[src/rtl/acc_pkg.sv]
// acc_pkg: shared definitions for the accumulator register.
//   - 4-bit opcodes applied on the `ty` input. Codes 10..15 have no name and act as HOLD.
//   - State encoding for the multi-cycle shift sequencer.
package acc_pkg;

    localparam logic [3:0] CLEAR   = 4'd0;
    localparam logic [3:0] LOAD    = 4'd1;
    localparam logic [3:0] HOLD    = 4'd2;
    localparam logic [3:0] SHIFTR  = 4'd3;
    localparam logic [3:0] SHIFTL  = 4'd4;
    localparam logic [3:0] ASHR    = 4'd5;
    localparam logic [3:0] ROTR    = 4'd6;
    localparam logic [3:0] ROTL    = 4'd7;
    localparam logic [3:0] SHIFTRN = 4'd8;
    localparam logic [3:0] SHIFTLN = 4'd9;

    typedef enum logic {
        IDLE     = 1'b0,
        SHIFTING = 1'b1
    } state_t;

endpackage

[src/rtl/acc_register_if.sv]
// acc_register_if: groups the accumulator's datapath-facing signals.
//   master (ALU/control side) drives: ty, ulaout, shamt, serial_in
//   slave  (acc_register)     drives: acumulador, carry, zero, busy, done
// serial_in only matters when ACC_SERIAL_IN_EN is defined for the design.
interface acc_register_if #(
    parameter int WIDTH = 4
);
    localparam int SHW = $clog2(WIDTH + 1);

    logic [3:0]       ty;
    logic [WIDTH-1:0] ulaout;
    logic [SHW-1:0]   shamt;
    logic             serial_in;
    logic [WIDTH-1:0] acumulador;
    logic             carry;
    logic             zero;
    logic             busy;
    logic             done;

    modport master (
        output ty, ulaout, shamt, serial_in,
        input  acumulador, carry, zero, busy, done
    );

    modport slave (
        input  ty, ulaout, shamt, serial_in,
        output acumulador, carry, zero, busy, done
    );

endinterface

[src/rtl/acc_shift_ctrl.sv]
// acc_shift_ctrl: sequencer for the SHIFTRN/SHIFTLN multi-cycle shifts.
// Ports:
//   clock, reset_n  rising-edge clock, asynchronous active-low reset
//   start           a shift-by-N opcode is presented while idle
//   dir_left_in     requested direction (1 = left), latched on accept
//   shamt           requested amount; values above WIDTH are clamped
//   abort           CLEAR presented while shifting
//   shift_en        the datapath shifts one bit on this edge
//   shift_left      direction to use for the shift on this edge
//   busy, done      registered handshake outputs
module acc_shift_ctrl
    import acc_pkg::*;
#(
    parameter  int WIDTH = 4,
    localparam int SHW   = $clog2(WIDTH + 1)
) (
    input  logic           clock,
    input  logic           reset_n,
    input  logic           start,
    input  logic           dir_left_in,
    input  logic [SHW-1:0] shamt,
    input  logic           abort,
    output logic           shift_en,
    output logic           shift_left,
    output logic           busy,
    output logic           done
);

    state_t         state_q, state_d;
    logic [SHW-1:0] cnt_q, cnt_d;
    logic [SHW-1:0] n_clamped;
    logic           dir_q, dir_d;
    logic           busy_q, busy_d;
    logic           done_q, done_d;

    assign n_clamped = (shamt > SHW'(WIDTH)) ? SHW'(WIDTH) : shamt;

    // cnt_q holds the number of shifts still owed after the current edge;
    // the first shift happens on the accept edge itself.
    always_comb begin
        state_d  = state_q;
        cnt_d    = cnt_q;
        dir_d    = dir_q;
        done_d   = 1'b0;
        shift_en = 1'b0;
        case (state_q)
            IDLE: begin
                if (start) begin
                    dir_d = dir_left_in;
                    if (n_clamped >= SHW'(2)) begin
                        shift_en = 1'b1;
                        cnt_d    = n_clamped - SHW'(1);
                        state_d  = SHIFTING;
                    end else begin
                        shift_en = (n_clamped == SHW'(1));
                        done_d   = 1'b1;
                    end
                end
            end
            SHIFTING: begin
                if (abort) begin
                    state_d = IDLE;
                    cnt_d   = '0;
                end else begin
                    shift_en = 1'b1;
                    if (cnt_q == SHW'(1)) begin
                        state_d = IDLE;
                        cnt_d   = '0;
                        done_d  = 1'b1;
                    end else begin
                        cnt_d = cnt_q - SHW'(1);
                    end
                end
            end
        endcase
        busy_d = (state_d == SHIFTING);
    end

    // On the accept edge the direction comes straight from the opcode;
    // afterwards the latched copy is used so ty changes cannot redirect it.
    assign shift_left = (state_q == SHIFTING) ? dir_q : dir_left_in;

    always_ff @(posedge clock or negedge reset_n) begin
        if (!reset_n) begin
            state_q <= IDLE;
            cnt_q   <= '0;
            dir_q   <= 1'b0;
            busy_q  <= 1'b0;
            done_q  <= 1'b0;
        end else begin
            state_q <= state_d;
            cnt_q   <= cnt_d;
            dir_q   <= dir_d;
            busy_q  <= busy_d;
            done_q  <= done_d;
        end
    end

    assign busy = busy_q;
    assign done = done_q;

endmodule

[src/rtl/acc_register.sv]
// acc_register: CPU accumulator with clear/load/hold, single-bit shifts and
// rotates, and a multi-cycle shift-by-N with busy/done handshake.
// Ports:
//   clock, reset_n  rising-edge clock, asynchronous active-low reset
//   bus (slave)     ty, ulaout, shamt, serial_in in;
//                   acumulador, carry, zero, busy, done out
// Configuration: define ACC_SERIAL_IN_EN to fill the vacated bit of the
// logical shifts (SHIFTR/SHIFTL/SHIFTRN/SHIFTLN) with serial_in instead of 0.
module acc_register
    import acc_pkg::*;
#(
    parameter int WIDTH = 4
) (
    input  logic         clock,
    input  logic         reset_n,
    acc_register_if.slave bus
);

    logic [WIDTH-1:0] acc_q, acc_d;
    logic             carry_q, carry_d;
    logic [WIDTH-1:0] sn_acc;
    logic             sn_carry;
    logic             fill;
    logic             is_shift_n;
    logic             start, abort;
    logic             shift_en, shift_left;
    logic             busy, done;

`ifdef ACC_SERIAL_IN_EN
    assign fill = bus.serial_in;
`else
    logic unused_serial_in;
    assign fill             = 1'b0;
    assign unused_serial_in = bus.serial_in;
`endif

    assign is_shift_n = (bus.ty == SHIFTRN) || (bus.ty == SHIFTLN);
    assign start      = is_shift_n && !busy;
    assign abort      = busy && (bus.ty == CLEAR);

    acc_shift_ctrl #(.WIDTH(WIDTH)) u_shift_ctrl (
        .clock       (clock),
        .reset_n     (reset_n),
        .start       (start),
        .dir_left_in (bus.ty == SHIFTLN),
        .shamt       (bus.shamt),
        .abort       (abort),
        .shift_en    (shift_en),
        .shift_left  (shift_left),
        .busy        (busy),
        .done        (done)
    );

    // One logical step of a shift-by-N, in the sequencer's chosen direction.
    always_comb begin
        if (shift_left) begin
            {sn_carry, sn_acc} = {acc_q, fill};
        end else begin
            {sn_acc, sn_carry} = {fill, acc_q};
        end
    end

    // While the sequencer is busy only CLEAR is honoured; otherwise the
    // opcode is decoded normally.
    always_comb begin
        acc_d   = acc_q;
        carry_d = carry_q;
        if (abort) begin
            acc_d   = '0;
            carry_d = 1'b0;
        end else if (shift_en) begin
            acc_d   = sn_acc;
            carry_d = sn_carry;
        end else if (!busy) begin
            case (bus.ty)
                CLEAR: begin
                    acc_d   = '0;
                    carry_d = 1'b0;
                end
                LOAD: begin
                    acc_d   = bus.ulaout;
                    carry_d = 1'b0;
                end
                HOLD: ;
                SHIFTR: {acc_d, carry_d} = {fill, acc_q};
                SHIFTL: {carry_d, acc_d} = {acc_q, fill};
                ASHR:   {acc_d, carry_d} = {acc_q[WIDTH-1], acc_q};
                ROTR:   {acc_d, carry_d} = {acc_q[0], acc_q};
                ROTL:   {carry_d, acc_d} = {acc_q, acc_q[WIDTH-1]};
                // A zero-length shift-by-N leaves everything untouched.
                SHIFTRN, SHIFTLN: ;
                default: ;
            endcase
        end
    end

    always_ff @(posedge clock or negedge reset_n) begin
        if (!reset_n) begin
            acc_q   <= '0;
            carry_q <= 1'b0;
        end else begin
            acc_q   <= acc_d;
            carry_q <= carry_d;
        end
    end

    assign bus.acumulador = acc_q;
    assign bus.carry      = carry_q;
    assign bus.zero       = (acc_q == '0);
    assign bus.busy       = busy;
    assign bus.done       = done;

endmodule

[src/flat_wrapper.sv]
// flat-port wrapper written by rule: the top's interface ports become plain ports
module acc_register_flat import acc_pkg::*;
#(
    parameter int WIDTH = 4
)
  (clock, reset_n, bus_ty, bus_ulaout, bus_shamt, bus_serial_in, bus_acumulador, bus_carry, bus_zero, bus_busy, bus_done);
  acc_register_if #(.WIDTH(WIDTH)) bus_i ();
  input  logic clock;
  input  logic reset_n;
  input wire logic [$bits(bus_i.ty)-1:0] bus_ty;
  input wire logic [$bits(bus_i.ulaout)-1:0] bus_ulaout;
  input wire logic [$bits(bus_i.shamt)-1:0] bus_shamt;
  input wire logic [$bits(bus_i.serial_in)-1:0] bus_serial_in;
  output wire logic [$bits(bus_i.acumulador)-1:0] bus_acumulador;
  output wire logic [$bits(bus_i.carry)-1:0] bus_carry;
  output wire logic [$bits(bus_i.zero)-1:0] bus_zero;
  output wire logic [$bits(bus_i.busy)-1:0] bus_busy;
  output wire logic [$bits(bus_i.done)-1:0] bus_done;
  assign bus_i.ty = bus_ty;
  assign bus_i.ulaout = bus_ulaout;
  assign bus_i.shamt = bus_shamt;
  assign bus_i.serial_in = bus_serial_in;
  assign bus_acumulador = bus_i.acumulador;
  assign bus_carry = bus_i.carry;
  assign bus_zero = bus_i.zero;
  assign bus_busy = bus_i.busy;
  assign bus_done = bus_i.done;
  acc_register #(.WIDTH(WIDTH)) u_core (.clock(clock), .reset_n(reset_n), .bus(bus_i));
endmodule
[config.mk]
export PLATFORM = sky130hd
export DESIGN_NAME = acc_register_flat
export DESIGN_NICKNAME = d
export VERILOG_FILES = /design/src/rtl/acc_pkg.sv /design/src/rtl/acc_register_if.sv /design/src/rtl/acc_shift_ctrl.sv /design/src/rtl/acc_register.sv /design/src/flat_wrapper.sv
export SDC_FILE = /design/constraint.sdc
export NUM_CORES = 1
export LEC_CHECK = 0
export CORE_MARGIN = 8
export CORE_UTILIZATION = 55
export CTS_BUF_LIST = sky130_fd_sc_hd__clkbuf_8
export CTS_CLUSTER_DIAMETER = 40
export DETAILED_ROUTE_END_ITERATION = 8
export PLACE_DENSITY = 0.86
export SKIP_CTS_REPAIR_TIMING = 1
export SYNTH_ARGS = -nofsm -noshare
export SYNTH_HDL_FRONTEND = slang
export SYNTH_SLANG_ARGS = --single-unit
[constraint.sdc]
create_clock -name clock -period 4.9 [get_ports clock]
set_clock_uncertainty 0.1 [all_clocks]
set_input_delay 0.49 -clock clock [delete_from_list [all_inputs] [get_ports clock]]
set_output_delay 0.49 -clock clock [all_outputs]
set_load 0.02 [all_outputs]
==> summary.txt, run 1 <==
Setup Viol. Count Final: 0
Clock Latency Late Sink: 240 ps
CTS Buffer Depth: 2
Pleak: 0.000476 µW
non-filler cells, final: 143
total I/O pin count: 22
TritonCTS buffer count: 3
number of flops mapped to enable cells by yosys: 0
RSZ-0062 raised after global routing: false
final hold violations: 0
# clock sinks: 11
post-DP HPWL: 1.75 mm
layout cell share with drive strength beyond 1: 0.0635
most common cell after layout, fill and taps aside: clkdlybuf4s50_1
met1 Resource Use GR: 0.182
H-tree levels: 1
Final WS setup: 1830 ps
most frequent cells in the layout: clkdlybuf4s50_1, dfrtp_1, nand2_1
sequential cell area: 275 µm²
drt first pass iters: 4
Vias: 925
Post-Syn Area: 965 µm²
Startpoint Class: input port
gr busiest metal: met2
met3 usage: 0.0662
Worst Path Arrival: 3090 ps
Syn-to-layout area delta: 23.2%
full die area: 3350 µm²
Via-to-Cell Ratio: 6.47
YS warnings: 0
Core Box Area: 1690 µm²
Setup WS pre-CTS: 1640 ps
# fillers: 133
Syn Inst Count: 111
final count of pins violating max slew: 0
CP Capture Type: flop
Die Wd: 57.9 µm
met2 usage: 0.228
syn_nets: 129
f_max: 326 MHz
antenna cells: 0
multi-input logic area: 624 µm²
dpl cells: 139
CTS tree: done
slew margin rel.: 0.537
peak supply drop: 0.000323 V
Yosys cell types: 46
initial antenna violation count: 0
grt total ovfl: 0
critical path buffer and inverter count: 1
synthesized flop and latch total: 11
CP delay by family, top: compound AO/OA/AOI/OAI gates
Final GP Congestion: 0.853
Initial Utilization: 0.571
IO buf count: 20
Worst path slowest cell: o41ai_1
first-pass GRT wire length: 3.97 mm
Slew @ Worst Pin: 692 ps
Hold Crit Class: flop to flop
DRT iter0 DRCs: 19
final worst-path cycle share: 0.626
syn avg cell area: 8.69 µm²
ys flop type: dfrtp_1
root buf cell: clkbuf_8
Post-DRT Antenna Nets: 0
post-route minimum period: 3070 ps
Worst-path clk slew: 50 ps
DRC violation count after routing: 0
worst-path cell chain: clkdlybuf4s50_1 > o41ai_1 > o21a_1 > mux2_4 > a221o_1
register area share after synthesis: 0.285
Crit Path Category: input port to flop
vias in the first global route: 849
status: completed
Chip Height: 57.9 µm
Post-synth ARST share: 1.00
setup_tns: 0 ps
DRT Wirelength: 2.32 mm
max_cap viols: 0
floorplan row count: 15
wire per inst: 16.2 µm
final net count: 145
worst-path maximum fanout: 18
Req. time, crit path: 4920 ps
largest net degree at the start of global routing: 22
CP peak stage delay: 740 ps
Total Routing Usage GR: 0.147
PD cells: 477 nW/µm²
per-stage QoR:
stage               total power (µW)  area (µm²)  utilization  hold slack (ps)
finish                           567        1190        0.704              414
global route                     608        1190        0.704              463
CTS                              570        1190        0.704              411
detailed placement               480        1140        0.677              401
global placement                 469        1140        0.677              378
floorplan                        368         965            -             94.4
power by group:
group / internal (µW) / total [µW] / switching, µW
Sequential: 129 / 191 / 61.8
Clock: 54.9 / 87.7 / 32.9
Combinational: 146 / 289 / 143
Total: 329 / 567 / 238
worst reg2reg max path: cells and delay by family (launching register included):
family / cells / cell delay (ps)
muxes: 1 / 360
DFF: 1 / 530
AOI/OAI and AO/OA: 2 / 670
and+or+nand+nor: 1 / 560
layout make-up:
| cell class | count | share of cell area |
|---|---|---|
| clock buffers | 3 | 0.0347 |
| clock inverters | 1 | 0.00316 |
| inverters | 6 | 0.0189 |
| multi-input cells | 85 | 0.525 |
| flip-flops and latches | 11 | 0.232 |
| well taps | 17 | 0.0179 |
| repair buffers | 20 | 0.168 |
routing by layer:
layer | routed length, µm | vias up | part of all wire
met5 | 0 | - | 0
met4 | 12 | 0 | 0.0052
met3 | 172 | 2 | 0.074
met2 | 1090 | 34 | 0.47
met1 | 1040 | 440 | 0.45
li1 | - | 449 | -
flip-flops by register name, indices dropped and copies added, names as in the netlist:
| register | flops |
|---|---|
| u_core.bus.acumulador | 4 |
| u_core.bus.carry | 1 |
| u_core.u_shift_ctrl.busy | 1 |
| u_core.u_shift_ctrl.cnt_q | 3 |
| u_core.u_shift_ctrl.dir_q | 1 |
| u_core.u_shift_ctrl.done | 1 |
cells by family (layout without fill, tap and decap cells):
group	Yosys count	count (layout)	share of synthesized area
buf+inv	15	30	0.0674
fa+ha+maj	4	4	0.0519
xor+xnor	3	3	0.0272
simple gates	41	41	0.259
mux	4	4	0.0480
flops	11	11	0.285
compound gates	33	33	0.261
path summary, 6_finish.rpt:
path                                                                from                                        to  slack (ps)  depth (start not counted)
worst min register to register  u_core.u_shift_ctrl.cnt_q[2]$_DFFE_PN0P_  u_core.u_shift_ctrl.cnt_q[2]$_DFFE_PN0P_         410                          1
max in group asynchronous                                        reset_n  u_core.u_shift_ctrl.cnt_q[2]$_DFFE_PN0P_        3890                          1
worst min-delay path            u_core.u_shift_ctrl.cnt_q[2]$_DFFE_PN0P_  u_core.u_shift_ctrl.cnt_q[2]$_DFFE_PN0P_         410                          1
worst max register to register        u_core.u_shift_ctrl.busy$_DFF_PN0_      u_core.bus.acumulador[1]$_DFFE_PN0P_        2570                          4
worst max-delay path                                           bus_ty[1]      u_core.bus.acumulador[1]$_DFFE_PN0P_        1830                          5
min in group asynchronous                                        reset_n     u_core.u_shift_ctrl.dir_q$_DFFE_PN0P_         480                          1
synthesized netlist by cell type, types with 2 or more instances:
cell | count | share of area
a211o_1 | 2 | 0.018
a21oi_1 | 3 | 0.016
a221o_1 | 3 | 0.031
a22oi_1 | 3 | 0.023
a32o_1 | 3 | 0.031
clkbuf_1 | 7 | 0.027
dfrtp_1 | 11 | 0.29
ha_1 | 4 | 0.052
inv_1 | 5 | 0.019
mux2i_1 | 2 | 0.021
nand2_1 | 8 | 0.031
nand2b_1 | 4 | 0.026
nand3_1 | 4 | 0.021
nand3b_1 | 3 | 0.023
nor2_1 | 4 | 0.016
nor2b_1 | 4 | 0.026
nor3_1 | 2 | 0.010
nor3b_1 | 4 | 0.031
nor4_1 | 2 | 0.013
o211ai_1 | 2 | 0.016
o21ai_0 | 5 | 0.026
xnor2_1 | 2 | 0.018
Power figures use the tool's default switching activity.
==> inputs of run 2 (changes only) <==
--- a/config.mk
+++ b/config.mk
@@ -6,11 +6,11 @@
 export NUM_CORES = 1
 export LEC_CHECK = 0
 export CORE_MARGIN = 8
-export CORE_UTILIZATION = 55
+export CORE_UTILIZATION = 46
 export CTS_BUF_LIST = sky130_fd_sc_hd__clkbuf_8
 export CTS_CLUSTER_DIAMETER = 40
 export DETAILED_ROUTE_END_ITERATION = 8
-export PLACE_DENSITY = 0.86
+export PLACE_DENSITY = 0.77
 export SKIP_CTS_REPAIR_TIMING = 1
 export SYNTH_ARGS = -nofsm -noshare
 export SYNTH_HDL_FRONTEND = slang
==> constraint.sdc (replaced) <==
create_clock -name clock -period 2.5 [get_ports clock]
set_clock_uncertainty 0.1 [all_clocks]
set_input_delay 0.25 -clock clock [delete_from_list [all_inputs] [get_ports clock]]
set_output_delay 0.25 -clock clock [all_outputs]
set_load 0.02 [all_outputs]
==> run 2 against run 1 <==
Sequential share of layout area is 1.5 points lower; clock power rose by 110%; worst hold slack worse by 160 ps; sequential power is 80% higher; non-clock buffer count rose by 9; cell area grew 6.8%; total power grew 110%; first-iteration DRC count is 130% higher; routed wire length grew 6.7%; utilization shrank 5.6 points; global-route usage decreased by 0.61 points.
==> summary.txt, run 2 (synthesized netlist as in run 1, its figures left out) <==
antenna cells: 0
setup_tns: 0 ps
Pleak: 0.000517 µW
peak supply drop: 0.000588 V
DRC violation count after routing: 0
final net count: 154
initial antenna violation count: 0
most common cell after layout, fill and taps aside: clkdlybuf4s50_1
full die area: 3820 µm²
max reg flops: 4
Startpoint Class: input port
Hold Crit Class: input port to async pin
Crit Path Category: input port to flop
Via-to-Cell Ratio: 5.81
post-route minimum period: 2160 ps
PD cells: 917 nW/µm²
worst-path maximum fanout: 5
total I/O pin count: 22
DRT Wirelength: 2.47 mm
vias in the first global route: 857
Clock Latency Late Sink: 240 ps
RR Startpoint: u_core.u_shift_ctrl.busy$_DFF_PN0_
Slew @ Worst Pin: 557 ps
post-DP HPWL: 1.85 mm
Worst-path clk slew: 50 ps
TritonCTS buffer count: 3
Post-DRT Antenna Nets: 0
floorplan row count: 16
Initial Utilization: 0.492
layout cell share with drive strength beyond 1: 0.133
max_cap viols: 0
CTS Buffer Depth: 2
IO buf count: 20
DRT iter0 DRCs: 43
CTS tree: done
Syn-to-layout area delta: 31.6%
grt total ovfl: 0
Die Wd: 61.8 µm
slew margin rel.: 0.628
Final GP Congestion: 0.835
Req. time, crit path: 2520 ps
Chip Height: 61.8 µm
reg2reg end: u_core.bus.acumulador[1]$_DFFE_PN0P_
Vias: 941
Worst path slowest cell: clkdlybuf4s50_1
f_max: 462 MHz
dpl cells: 158
H-tree levels: 1
Setup Viol. Count Final: 0
final worst-path cycle share: 0.866
final hold violations: 0
final count of pins violating max slew: 0
root buf cell: clkbuf_8
r2r setup slk: 520 ps
Worst Path Arrival: 2180 ps
status: completed
RSZ-0062 raised after global routing: false
worst setup path end: u_core.bus.acumulador[1]$_DFFE_PN0P_
first-pass GRT wire length: 3.93 mm
drt first pass iters: 4
wire per inst: 15.3 µm
Crit. Startpoint: bus_shamt[2]
Core Box Area: 1960 µm²
CP Capture Type: flop
Total Routing Usage GR: 0.141
r2r worst-path depth: 4
CP peak stage delay: 480 ps
worst-path cell chain: clkdlybuf4s50_1 > nand2b_1 > ha_1 > nor3_1 > o21a_1 > mux2_4 > a221o_1
# fillers: 195
# clock sinks: 11
most frequent cells in the layout: clkdlybuf4s50_1, dfrtp_1, buf_4
non-filler cells, final: 162
largest net degree at the start of global routing: 20
[run 2: cell types whose count changed in the layout (fill, tap and decap cells not counted), sizes merged]
cell,previous run,this run
clkinv,0,1
buf,0,9
inv,7,6
[run 2: per-layer routing]
metal | vias to the layer above | global-route usage | routed length, µm
li1 | 466 | - | -
met1 | 439 | 0.169 | 1040
met2 | 32 | 0.217 | 1150
met3 | 4 | 0.0514 | 243
met4 | 0 | 0.0682 | 42
met5 | - | 0 | 0
[run 2: layout make-up]
cell class | instances | area, µm² | share of cell area
Inverter | 6 | 22.5 | 0.0177
Tap cell | 27 | 33.8 | 0.0266
Timing Repair Buffer | 29 | 268 | 0.211
Sequential cell | 11 | 275 | 0.217
Clock inverter | 1 | 5.00 | 0.00394
Clock buffer | 3 | 41.3 | 0.0325
Multi-Input combinational cell | 85 | 624 | 0.492
[run 2: worst min-delay path by stage]
stage,slack [ps],to,depth (start not counted)
CTS,270,u_core.u_shift_ctrl.cnt_q[0]$_DFFE_PN0P_,1
floorplan,-150,u_core.bus.acumulador[0]$_DFFE_PN0P_,0
detailed placement,390,u_core.u_shift_ctrl.cnt_q[1]$_DFFE_PN0P_,2
finish,250,u_core.u_shift_ctrl.dir_q$_DFFE_PN0P_,1
global placement,380,u_core.u_shift_ctrl.cnt_q[1]$_DFFE_PN0P_,2
global route,310,u_core.u_shift_ctrl.cnt_q[2]$_DFFE_PN0P_,1
[run 2: worst max-delay path: cells and delay by family]
kind,cells,cell delay (ps)
fa+ha+maj,1,200
simple gates,2,400
mux,1,310
buf+inv,1,480
compound gates,2,530
[run 2: metrics by stage]
stage / power [µW] / hold WS [ps] / instance area, µm² / setup WS (ps) / utilization
after floorplan: 722 / -146 / 965 / 463 / -
after global placement: 972 / 376 / 1220 / 144 / 0.624
after detailed placement: 989 / 387 / 1220 / 78.6 / 0.624
after CTS: 1180 / 271 / 1270 / 335 / 0.647
after global routing: 1260 / 307 / 1270 / 208 / 0.647
final: 1170 / 250 / 1270 / 336 / 0.647
[run 2: report_power, final]
group          internal [µW]  switching (µW)
Clock                    110            70.6
Combinational            324             318
Sequential               253            90.7
Total                    686             479
